`config.mk`:
```
export PLATFORM = sky130hd
export DESIGN_NAME = alu_share_ctrl_flat
export DESIGN_NICKNAME = d
export VERILOG_FILES = /design/src/rtl/alu_share_ctrl_if.sv /design/src/rtl/alu_share_ctrl.sv /design/src/flat_wrapper.sv
export SDC_FILE = /design/constraint.sdc
export NUM_CORES = 1
export LEC_CHECK = 0
export BUFFER_PORTS_ARGS = -buffer_cell sky130_fd_sc_hd__buf_2
export CORE_MARGIN = 2
export CORE_UTILIZATION = 30
export CTS_BUF_LIST = sky130_fd_sc_hd__clkbuf_16
export CTS_CLUSTER_DIAMETER = 50
export DETAILED_ROUTE_END_ITERATION = 8
export SYNTH_ARGS = -nofsm -noshare
export SYNTH_HDL_FRONTEND = slang
export SYNTH_SLANG_ARGS = --single-unit
```
`constraint.sdc`:
```
create_clock -name clk -period 1.4 [get_ports clk]
set_input_delay 0.28 -clock clk [delete_from_list [all_inputs] [get_ports clk]]
set_output_delay 0.28 -clock clk [all_outputs]
set_load 0.005 [all_outputs]
```
`src/rtl/alu_share_ctrl_if.sv`:
```
// -----------------------------------------------------------------------------
// alu_share_ctrl_if
//   Bundles every non-clock signal of alu_share_ctrl:
//     - two request channels  (reqN_valid/ready, reqN_a/b/op)
//     - two response channels (rspN_valid/ready, rspN_data/ovf)
//     - the shared-ALU port   (alu_a/b/op out, alu_out/alu_ovf in)
//     - status                (busy, ovf_count)
//   modport slave  : the controller.
//   modport master : the surroundings (requesters plus the ALU instance).
// -----------------------------------------------------------------------------
interface alu_share_ctrl_if #(
    parameter int DATA_W    = 4,
    parameter int OVF_CNT_W = 8
);
    // requester 0
    logic              req0_valid;
    logic              req0_ready;
    logic [DATA_W-1:0] req0_a;
    logic [DATA_W-1:0] req0_b;
    logic [2:0]        req0_op;
    logic              rsp0_valid;
    logic              rsp0_ready;
    logic [DATA_W-1:0] rsp0_data;
    logic              rsp0_ovf;
    // requester 1
    logic              req1_valid;
    logic              req1_ready;
    logic [DATA_W-1:0] req1_a;
    logic [DATA_W-1:0] req1_b;
    logic [2:0]        req1_op;
    logic              rsp1_valid;
    logic              rsp1_ready;
    logic [DATA_W-1:0] rsp1_data;
    logic              rsp1_ovf;
    // shared ALU
    logic [DATA_W-1:0] alu_a;
    logic [DATA_W-1:0] alu_b;
    logic [2:0]        alu_op;
    logic [DATA_W-1:0] alu_out;
    logic              alu_ovf;
    // status
    logic                 busy;
    logic [OVF_CNT_W-1:0] ovf_count;

    modport slave (
        input  req0_valid, req0_a, req0_b, req0_op, rsp0_ready,
        input  req1_valid, req1_a, req1_b, req1_op, rsp1_ready,
        input  alu_out, alu_ovf,
        output req0_ready, rsp0_valid, rsp0_data, rsp0_ovf,
        output req1_ready, rsp1_valid, rsp1_data, rsp1_ovf,
        output alu_a, alu_b, alu_op, busy, ovf_count
    );

    modport master (
        output req0_valid, req0_a, req0_b, req0_op, rsp0_ready,
        output req1_valid, req1_a, req1_b, req1_op, rsp1_ready,
        output alu_out, alu_ovf,
        input  req0_ready, rsp0_valid, rsp0_data, rsp0_ovf,
        input  req1_ready, rsp1_valid, rsp1_data, rsp1_ovf,
        input  alu_a, alu_b, alu_op, busy, ovf_count
    );
endinterface

```
`src/rtl/alu_share_ctrl.sv`:
```
// -----------------------------------------------------------------------------
// alu_share_ctrl
//   Round-robin sharing of one combinational ALU between two requesters.
//   One operation at a time: IDLE (arbitrate/accept) -> EXEC (ALU evaluates
//   registered operands) -> RESP (hold result until the owner consumes it).
//   Three cycles per operation when the response is consumed immediately.
//
// Ports
//   clk    : rising-edge clock
//   rst_n  : synchronous reset, active low
//   bus    : alu_share_ctrl_if.slave (request/response channels, ALU port,
//            busy, saturating overflow-event counter ovf_count)
// -----------------------------------------------------------------------------
module alu_share_ctrl #(
    parameter int DATA_W    = 4,
    parameter int OVF_CNT_W = 8
) (
    input  logic                clk,
    input  logic                rst_n,
    alu_share_ctrl_if.slave     bus
);

    typedef enum logic [1:0] {
        IDLE = 2'd0,
        EXEC = 2'd1,
        RESP = 2'd2
    } state_t;

    state_t state, state_nxt;

    // Per-requester views packed by requester index
    logic [1:0]             req_valid;
    logic [1:0]             req_ready;
    logic [1:0]             rsp_ready;
    logic [1:0]             rsp_valid;
    logic [1:0][DATA_W-1:0] req_a;
    logic [1:0][DATA_W-1:0] req_b;
    logic [1:0][2:0]        req_op;

    logic                   sel;      // requester granted if it is valid
    logic                   last;     // requester served most recently
    logic                   owner;    // requester of the in-flight op
    logic                   accept;
    logic                   consume;

    logic [DATA_W-1:0]      alu_a_q;
    logic [DATA_W-1:0]      alu_b_q;
    logic [2:0]             alu_op_q;
    logic [DATA_W-1:0]      rsp_data_q;
    logic                   rsp_ovf_q;
    logic [OVF_CNT_W-1:0]   ovf_cnt_q;

    assign req_valid = {bus.req1_valid, bus.req0_valid};
    assign rsp_ready = {bus.rsp1_ready, bus.rsp0_ready};
    assign req_a     = {bus.req1_a,  bus.req0_a};
    assign req_b     = {bus.req1_b,  bus.req0_b};
    assign req_op    = {bus.req1_op, bus.req0_op};

    // Arbitration: a lone requester wins; on a tie the one not served last.
    always_comb begin
        sel = 1'b0;
        case (req_valid)
            2'b01:   sel = 1'b0;
            2'b10:   sel = 1'b1;
            2'b11:   sel = ~last;
            default: sel = 1'b0;
        endcase
    end

    // FSM state register
    always_ff @(posedge clk) begin
        if (!rst_n) state <= IDLE;
        else        state <= state_nxt;
    end

    // FSM next-state and handshake decode. rsp_ready only affects the
    // RESP->IDLE transition, never req_ready in the same cycle.
    always_comb begin
        state_nxt = state;
        req_ready = 2'b00;
        rsp_valid = 2'b00;
        accept    = 1'b0;
        consume   = 1'b0;
        case (state)
            IDLE: begin
                // rst_n gate keeps ready low while reset is asserted
                if (rst_n && req_valid[sel]) begin
                    req_ready[sel] = 1'b1;
                    accept         = 1'b1;
                    state_nxt      = EXEC;
                end
            end
            EXEC: state_nxt = RESP;
            RESP: begin
                rsp_valid[owner] = 1'b1;
                if (rsp_ready[owner]) begin
                    consume   = 1'b1;
                    state_nxt = IDLE;
                end
            end
            default: state_nxt = IDLE;
        endcase
    end

    // Datapath: ALU operand registers, response capture, overflow counter.
    always_ff @(posedge clk) begin
        if (!rst_n) begin
            last       <= 1'b1;          // req0 wins the first tie
            owner      <= 1'b0;
            alu_a_q    <= '0;
            alu_b_q    <= '0;
            alu_op_q   <= '0;
            rsp_data_q <= '0;
            rsp_ovf_q  <= 1'b0;
            ovf_cnt_q  <= '0;
        end else begin
            if (accept) begin
                alu_a_q  <= req_a[sel];
                alu_b_q  <= req_b[sel];
                alu_op_q <= req_op[sel];
                owner    <= sel;
            end
            // Operands have been stable for a full cycle in EXEC; the ALU
            // output is captured at its end. Unused opcodes go through as-is.
            if (state == EXEC) begin
                rsp_data_q <= bus.alu_out;
                rsp_ovf_q  <= bus.alu_ovf;
                if (bus.alu_ovf && (ovf_cnt_q != {OVF_CNT_W{1'b1}}))
                    ovf_cnt_q <= ovf_cnt_q + OVF_CNT_W'(1);
            end
            if (consume)
                last <= owner;
        end
    end

    assign bus.req0_ready = req_ready[0];
    assign bus.req1_ready = req_ready[1];
    assign bus.rsp0_valid = rsp_valid[0];
    assign bus.rsp1_valid = rsp_valid[1];
    // Only the owner's valid is high, so both data ports share one register
    assign bus.rsp0_data  = rsp_data_q;
    assign bus.rsp1_data  = rsp_data_q;
    assign bus.rsp0_ovf   = rsp_ovf_q;
    assign bus.rsp1_ovf   = rsp_ovf_q;
    assign bus.alu_a      = alu_a_q;
    assign bus.alu_b      = alu_b_q;
    assign bus.alu_op     = alu_op_q;
    assign bus.busy       = (state != IDLE);
    assign bus.ovf_count  = ovf_cnt_q;

    // Protocol sanity
    a_one_ready : assert property (@(posedge clk) disable iff (!rst_n)
        !(req_ready[0] && req_ready[1]));
    a_rsp_hold  : assert property (@(posedge clk) disable iff (!rst_n)
        (state == RESP && !rsp_ready[owner]) |=> (state == RESP && $stable(rsp_data_q)
                                                  && $stable(rsp_ovf_q)));

endmodule

```
`src/flat_wrapper.sv`:
```
// flat-port wrapper written by rule: the top's interface ports become plain ports
module alu_share_ctrl_flat 
#(
    parameter int DATA_W    = 4,
    parameter int OVF_CNT_W = 8
)
  (clk, rst_n, bus_req0_valid, bus_req0_a, bus_req0_b, bus_req0_op, bus_rsp0_ready, bus_req1_valid, bus_req1_a, bus_req1_b, bus_req1_op, bus_rsp1_ready, bus_alu_out, bus_alu_ovf, bus_req0_ready, bus_rsp0_valid, bus_rsp0_data, bus_rsp0_ovf, bus_req1_ready, bus_rsp1_valid, bus_rsp1_data, bus_rsp1_ovf, bus_alu_a, bus_alu_b, bus_alu_op, bus_busy, bus_ovf_count);
  alu_share_ctrl_if #(.DATA_W(DATA_W), .OVF_CNT_W(OVF_CNT_W)) bus_i ();
  input  logic clk;
  input  logic rst_n;
  input wire logic [$bits(bus_i.req0_valid)-1:0] bus_req0_valid;
  input wire logic [$bits(bus_i.req0_a)-1:0] bus_req0_a;
  input wire logic [$bits(bus_i.req0_b)-1:0] bus_req0_b;
  input wire logic [$bits(bus_i.req0_op)-1:0] bus_req0_op;
  input wire logic [$bits(bus_i.rsp0_ready)-1:0] bus_rsp0_ready;
  input wire logic [$bits(bus_i.req1_valid)-1:0] bus_req1_valid;
  input wire logic [$bits(bus_i.req1_a)-1:0] bus_req1_a;
  input wire logic [$bits(bus_i.req1_b)-1:0] bus_req1_b;
  input wire logic [$bits(bus_i.req1_op)-1:0] bus_req1_op;
  input wire logic [$bits(bus_i.rsp1_ready)-1:0] bus_rsp1_ready;
  input wire logic [$bits(bus_i.alu_out)-1:0] bus_alu_out;
  input wire logic [$bits(bus_i.alu_ovf)-1:0] bus_alu_ovf;
  output wire logic [$bits(bus_i.req0_ready)-1:0] bus_req0_ready;
  output wire logic [$bits(bus_i.rsp0_valid)-1:0] bus_rsp0_valid;
  output wire logic [$bits(bus_i.rsp0_data)-1:0] bus_rsp0_data;
  output wire logic [$bits(bus_i.rsp0_ovf)-1:0] bus_rsp0_ovf;
  output wire logic [$bits(bus_i.req1_ready)-1:0] bus_req1_ready;
  output wire logic [$bits(bus_i.rsp1_valid)-1:0] bus_rsp1_valid;
  output wire logic [$bits(bus_i.rsp1_data)-1:0] bus_rsp1_data;
  output wire logic [$bits(bus_i.rsp1_ovf)-1:0] bus_rsp1_ovf;
  output wire logic [$bits(bus_i.alu_a)-1:0] bus_alu_a;
  output wire logic [$bits(bus_i.alu_b)-1:0] bus_alu_b;
  output wire logic [$bits(bus_i.alu_op)-1:0] bus_alu_op;
  output wire logic [$bits(bus_i.busy)-1:0] bus_busy;
  output wire logic [$bits(bus_i.ovf_count)-1:0] bus_ovf_count;
  assign bus_i.req0_valid = bus_req0_valid;
  assign bus_i.req0_a = bus_req0_a;
  assign bus_i.req0_b = bus_req0_b;
  assign bus_i.req0_op = bus_req0_op;
  assign bus_i.rsp0_ready = bus_rsp0_ready;
  assign bus_i.req1_valid = bus_req1_valid;
  assign bus_i.req1_a = bus_req1_a;
  assign bus_i.req1_b = bus_req1_b;
  assign bus_i.req1_op = bus_req1_op;
  assign bus_i.rsp1_ready = bus_rsp1_ready;
  assign bus_i.alu_out = bus_alu_out;
  assign bus_i.alu_ovf = bus_alu_ovf;
  assign bus_req0_ready = bus_i.req0_ready;
  assign bus_rsp0_valid = bus_i.rsp0_valid;
  assign bus_rsp0_data = bus_i.rsp0_data;
  assign bus_rsp0_ovf = bus_i.rsp0_ovf;
  assign bus_req1_ready = bus_i.req1_ready;
  assign bus_rsp1_valid = bus_i.rsp1_valid;
  assign bus_rsp1_data = bus_i.rsp1_data;
  assign bus_rsp1_ovf = bus_i.rsp1_ovf;
  assign bus_alu_a = bus_i.alu_a;
  assign bus_alu_b = bus_i.alu_b;
  assign bus_alu_op = bus_i.alu_op;
  assign bus_busy = bus_i.busy;
  assign bus_ovf_count = bus_i.ovf_count;
  alu_share_ctrl #(.DATA_W(DATA_W), .OVF_CNT_W(OVF_CNT_W)) u_core (.clk(clk), .rst_n(rst_n), .bus(bus_i));
endmodule
```
==> qor.txt <==
status: finished with violations
failing checks: negative setup slack
CP max stage cell: dfxtp_1
final wirelength: 3290 um
Die Y: 71.1 um
Max-Slew Margin vs Limit: 78.0%
initial core utilization: 31.0%
Die W: 71.1 um
Critical Path RT: 1.12 ns
R2R Path Start: u_core.state[1]
clock power share: 32.9%
power density over the cells: 985 nW/um2
die area: 5050 um2
root buf cell: clkbuf_16
P_int: 1.48 mW
Final Max Slew Viols: 0
number of routed nets with antenna violations: 0
post-synthesis sequential area ratio: 41.6%
CP bufs+invs: 1
global placer's final weighted congestion: 0.788
final cycle utilization of the critical path: 115%
global route total overflow: 0
post-DP HPWL: 2460 um
Gate power share: 22.1%
Setup TNS Final: -0.440 ns
CP Max Fanout: 4
number of remaining DRC errors: 0
Filler Cell Count: 422
io pins: 67
syn avg cell area: 9.57 um2
Layout Nets: 260
Synth Register Bits: 28
Worst Tran Pin Value: 0.330 ns
Sequential Power Share: 45.0%
Synth Net Count: 175
Pre-antenna DRT Iters: 4
layout cells sized above 1: 52.7%
Tot GR Track Use: 12.8%
worst clock skew: 0.00356 ns
cells on worst reg2reg path: 6
Worst EP arrival: 1.32 ns
number of I/O port buffers: 66
commonest non-fill, non-tap cells in the layout: 66 x buf_2, 26 x dfxtp_1, 23 x buf_4, 20 x mux2i_1, 11 x nand2_1
main combinational cell family by area after synthesis: compound AO/OA/AOI/OAI gates
final setup fails: 6
DR vias/cell: 4.58
slowest stage delay, CP: 0.31 ns
Post-Synth XOR/XNOR Area: 0%
row count: 24
Crit Path Class: reg -> out
CP Launch Type: register
FF-to-FF End: u_core.owner
Num CTS Buffers: 3
final hold violation count: 0
synth warn: 0
fin crit period: 1.60 ns
NetSw: 0.494 mW
Post-Synth Adder-Cell Area: 0.928%
H-Tree Depth: 1
DRT iter0 DRCs: 40
Critical Path End: bus_req1_ready
kind of cell adding the most delay to the critical path: simple AND/OR/NAND/NOR gates
Sink Count: 28
Net Sw Frac: 25.0%
Worst Hold Slack: 0.275 ns
vias in the first global route: 1109
fin worst setup slack: -0.203 ns
largest net degree at the start of global routing: 32
# Max-Cap Violations: 0
Clock transition at path regs: 0.07 ns
post-synthesis simple-gate area fraction: 17.7%
Worst Setup SP: u_core.state[1]
Worst IR Drop VDD: 0.471 mV
critical path cell sequence: or2_4 > nor3b_4 > and2b_1 > buf_2
Post-Synthesis Cells: 141
reg-to-reg setup timing slack: -0.04 ns
Max Freq: 624 MHz
commonest non-fill, non-tap cell in the layout: buf_2
Core Area: 4350 um2
DR vias: 1264
Worst-Skew Late Latency: 0.26 ns
Area Growth Syn to Fin: 48.4%
first-pass GRT wire length: 5190 um
min-delay worst type: in -> reg
DR WL/cell: 11.9 um
CTS tree: done
leakage power: 1.01 nW
CP Depth: 4
clk buf depth: 2
Mapped Area: 1350 um2
unrepaired setup endpoints after global routing: true
number of distinct library cells after synthesis: 31
post-synthesis mux area share: 14.8%
Inserted Diodes: 0
Setup crit end kind: output pin
hold_buf cts: 0
antenna violations before repair: 0
compound-gate portion of the synthesized area: 18.6%
[cells in the mapped netlist]
cell       n  area share [%]
inv_1      2            0.56
a21boi_0   1            0.56
nand4b_1   1            0.65
nor2b_1    7             3.2
nand2_1   11             3.1
nand4_1    3             1.4
nor3_1     1            0.37
a21oi_1    8             3.0
ha_1       1            0.93
a21oi_2    7             4.5
dfxtp_1   28              42
o211a_1    2             1.5
nor3b_4    1             1.4
mux2i_1   20              15
or2_4      1            0.65
and3_1     1            0.46
nand3b_1   1            0.56
buf_6      1            0.83
o21ai_2    7             4.5
or2_2      1            0.46
buf_2      3             1.1
buf_4      6             3.3
and2_1     3             1.4
nand3_1    2            0.74
nand2b_1   3             1.4
o21a_1     1            0.56
and2b_1    1            0.56
clkbuf_1   2            0.56
a31oi_1    2            0.93
nor2_1     5             1.4
o21ai_0    8             3.0
[sequential cells by signal (all words and copies together), names as in the netlist]
signal / flops
u_core.bus.ovf_count: 8
u_core.bus.alu_a: 4
u_core.bus.alu_b: 4
u_core.bus.rsp0_data: 4
u_core.bus.alu_op: 3
u_core.state: 2
u_core.bus.rsp0_ovf: 1
u_core.last: 1
u_core.owner: 1
[cells by family after synthesis]
| group | after synthesis |
|---|---|
| simple gates | 42 |
| fa+ha+maj | 1 |
| mux | 20 |
| flops | 28 |
| compound gates | 36 |
| buf+inv | 14 |
[timing repair]
action,4_1_cts,5_1_grt
setup endpoints to repair,8,20
endpoints found under the hold margin,0,0
pin swaps,1,2
gates resized for setup,4,7
buffers inserted,2,7
cloned,0,1
[cell type report]
type | instances | area (um2) | share of cell area, %
inverter | 2 | 7.51 | 0.375
clock buffer | 3 | 75.1 | 3.75
timing repair buffer | 92 | 568 | 28.4
multi-input combinational | 99 | 723 | 36.1
sequential | 28 | 563 | 28.1
tap | 52 | 65.1 | 3.25
[metrics by stage]
| step | util, % | instance area (um2) | total power, mW | setup slack (ns) | std cells |
|---|---|---|---|---|---|
| finish | 46.0 | 2000 | 1.97 | -0.203 | 276 |
| global route | 46.0 | 2000 | 2.07 | -0.304 | 276 |
| global placement | 41.2 | 1790 | 1.27 | 0.0389 | 264 |
| detailed placement | 41.2 | 1790 | 1.28 | -0.0381 | 264 |
| floorplan | - | 1350 | 1.12 | -0.0481 | 141 |
| CTS | 43.6 | 1900 | 1.95 | -0.250 | 269 |
[tightest hold or removal path: stages]
cell and delay, ns:
buf_2 0.07, mux2i_1 0.06, nor2b_1 0.09
[worst min path at each step]
stage,from,to,slack [ns],cells after the start
2_1_floorplan,rst_n,u_core.bus.ovf_count[0],0.44,2
3_3_place_gp,u_core.bus.rsp0_ovf,u_core.bus.rsp0_ovf,0.48,2
3_5_place_dp,u_core.bus.ovf_count[2],u_core.bus.ovf_count[2],0.48,1
4_1_cts,bus_alu_out[2],u_core.bus.rsp0_data[2],0.28,3
5_1_grt,bus_alu_out[0],u_core.bus.rsp0_data[0],0.30,3
6_report,bus_alu_out[2],u_core.bus.rsp0_data[2],0.28,3
[power by group through the flow]
stage | clock [mW] | sequential [mW] | combinational, mW
after floorplan | 0 | 0.908 | 0.213
after global placement | 0 | 0.905 | 0.367
after detailed placement | 0 | 0.903 | 0.373
after CTS | 0.672 | 0.886 | 0.389
after global routing | 0.698 | 0.895 | 0.480
final | 0.649 | 0.888 | 0.435
[routing by layer]
metal  track usage [%]  share of wire, %  wire (um)
met1              18.8                50       1630
met2              18.4                41       1350
met3              3.42               8.4        276
met4              3.77              0.97         32
met5                 0                 0          0
Note: power is estimated with default switching activity, not from simulation.
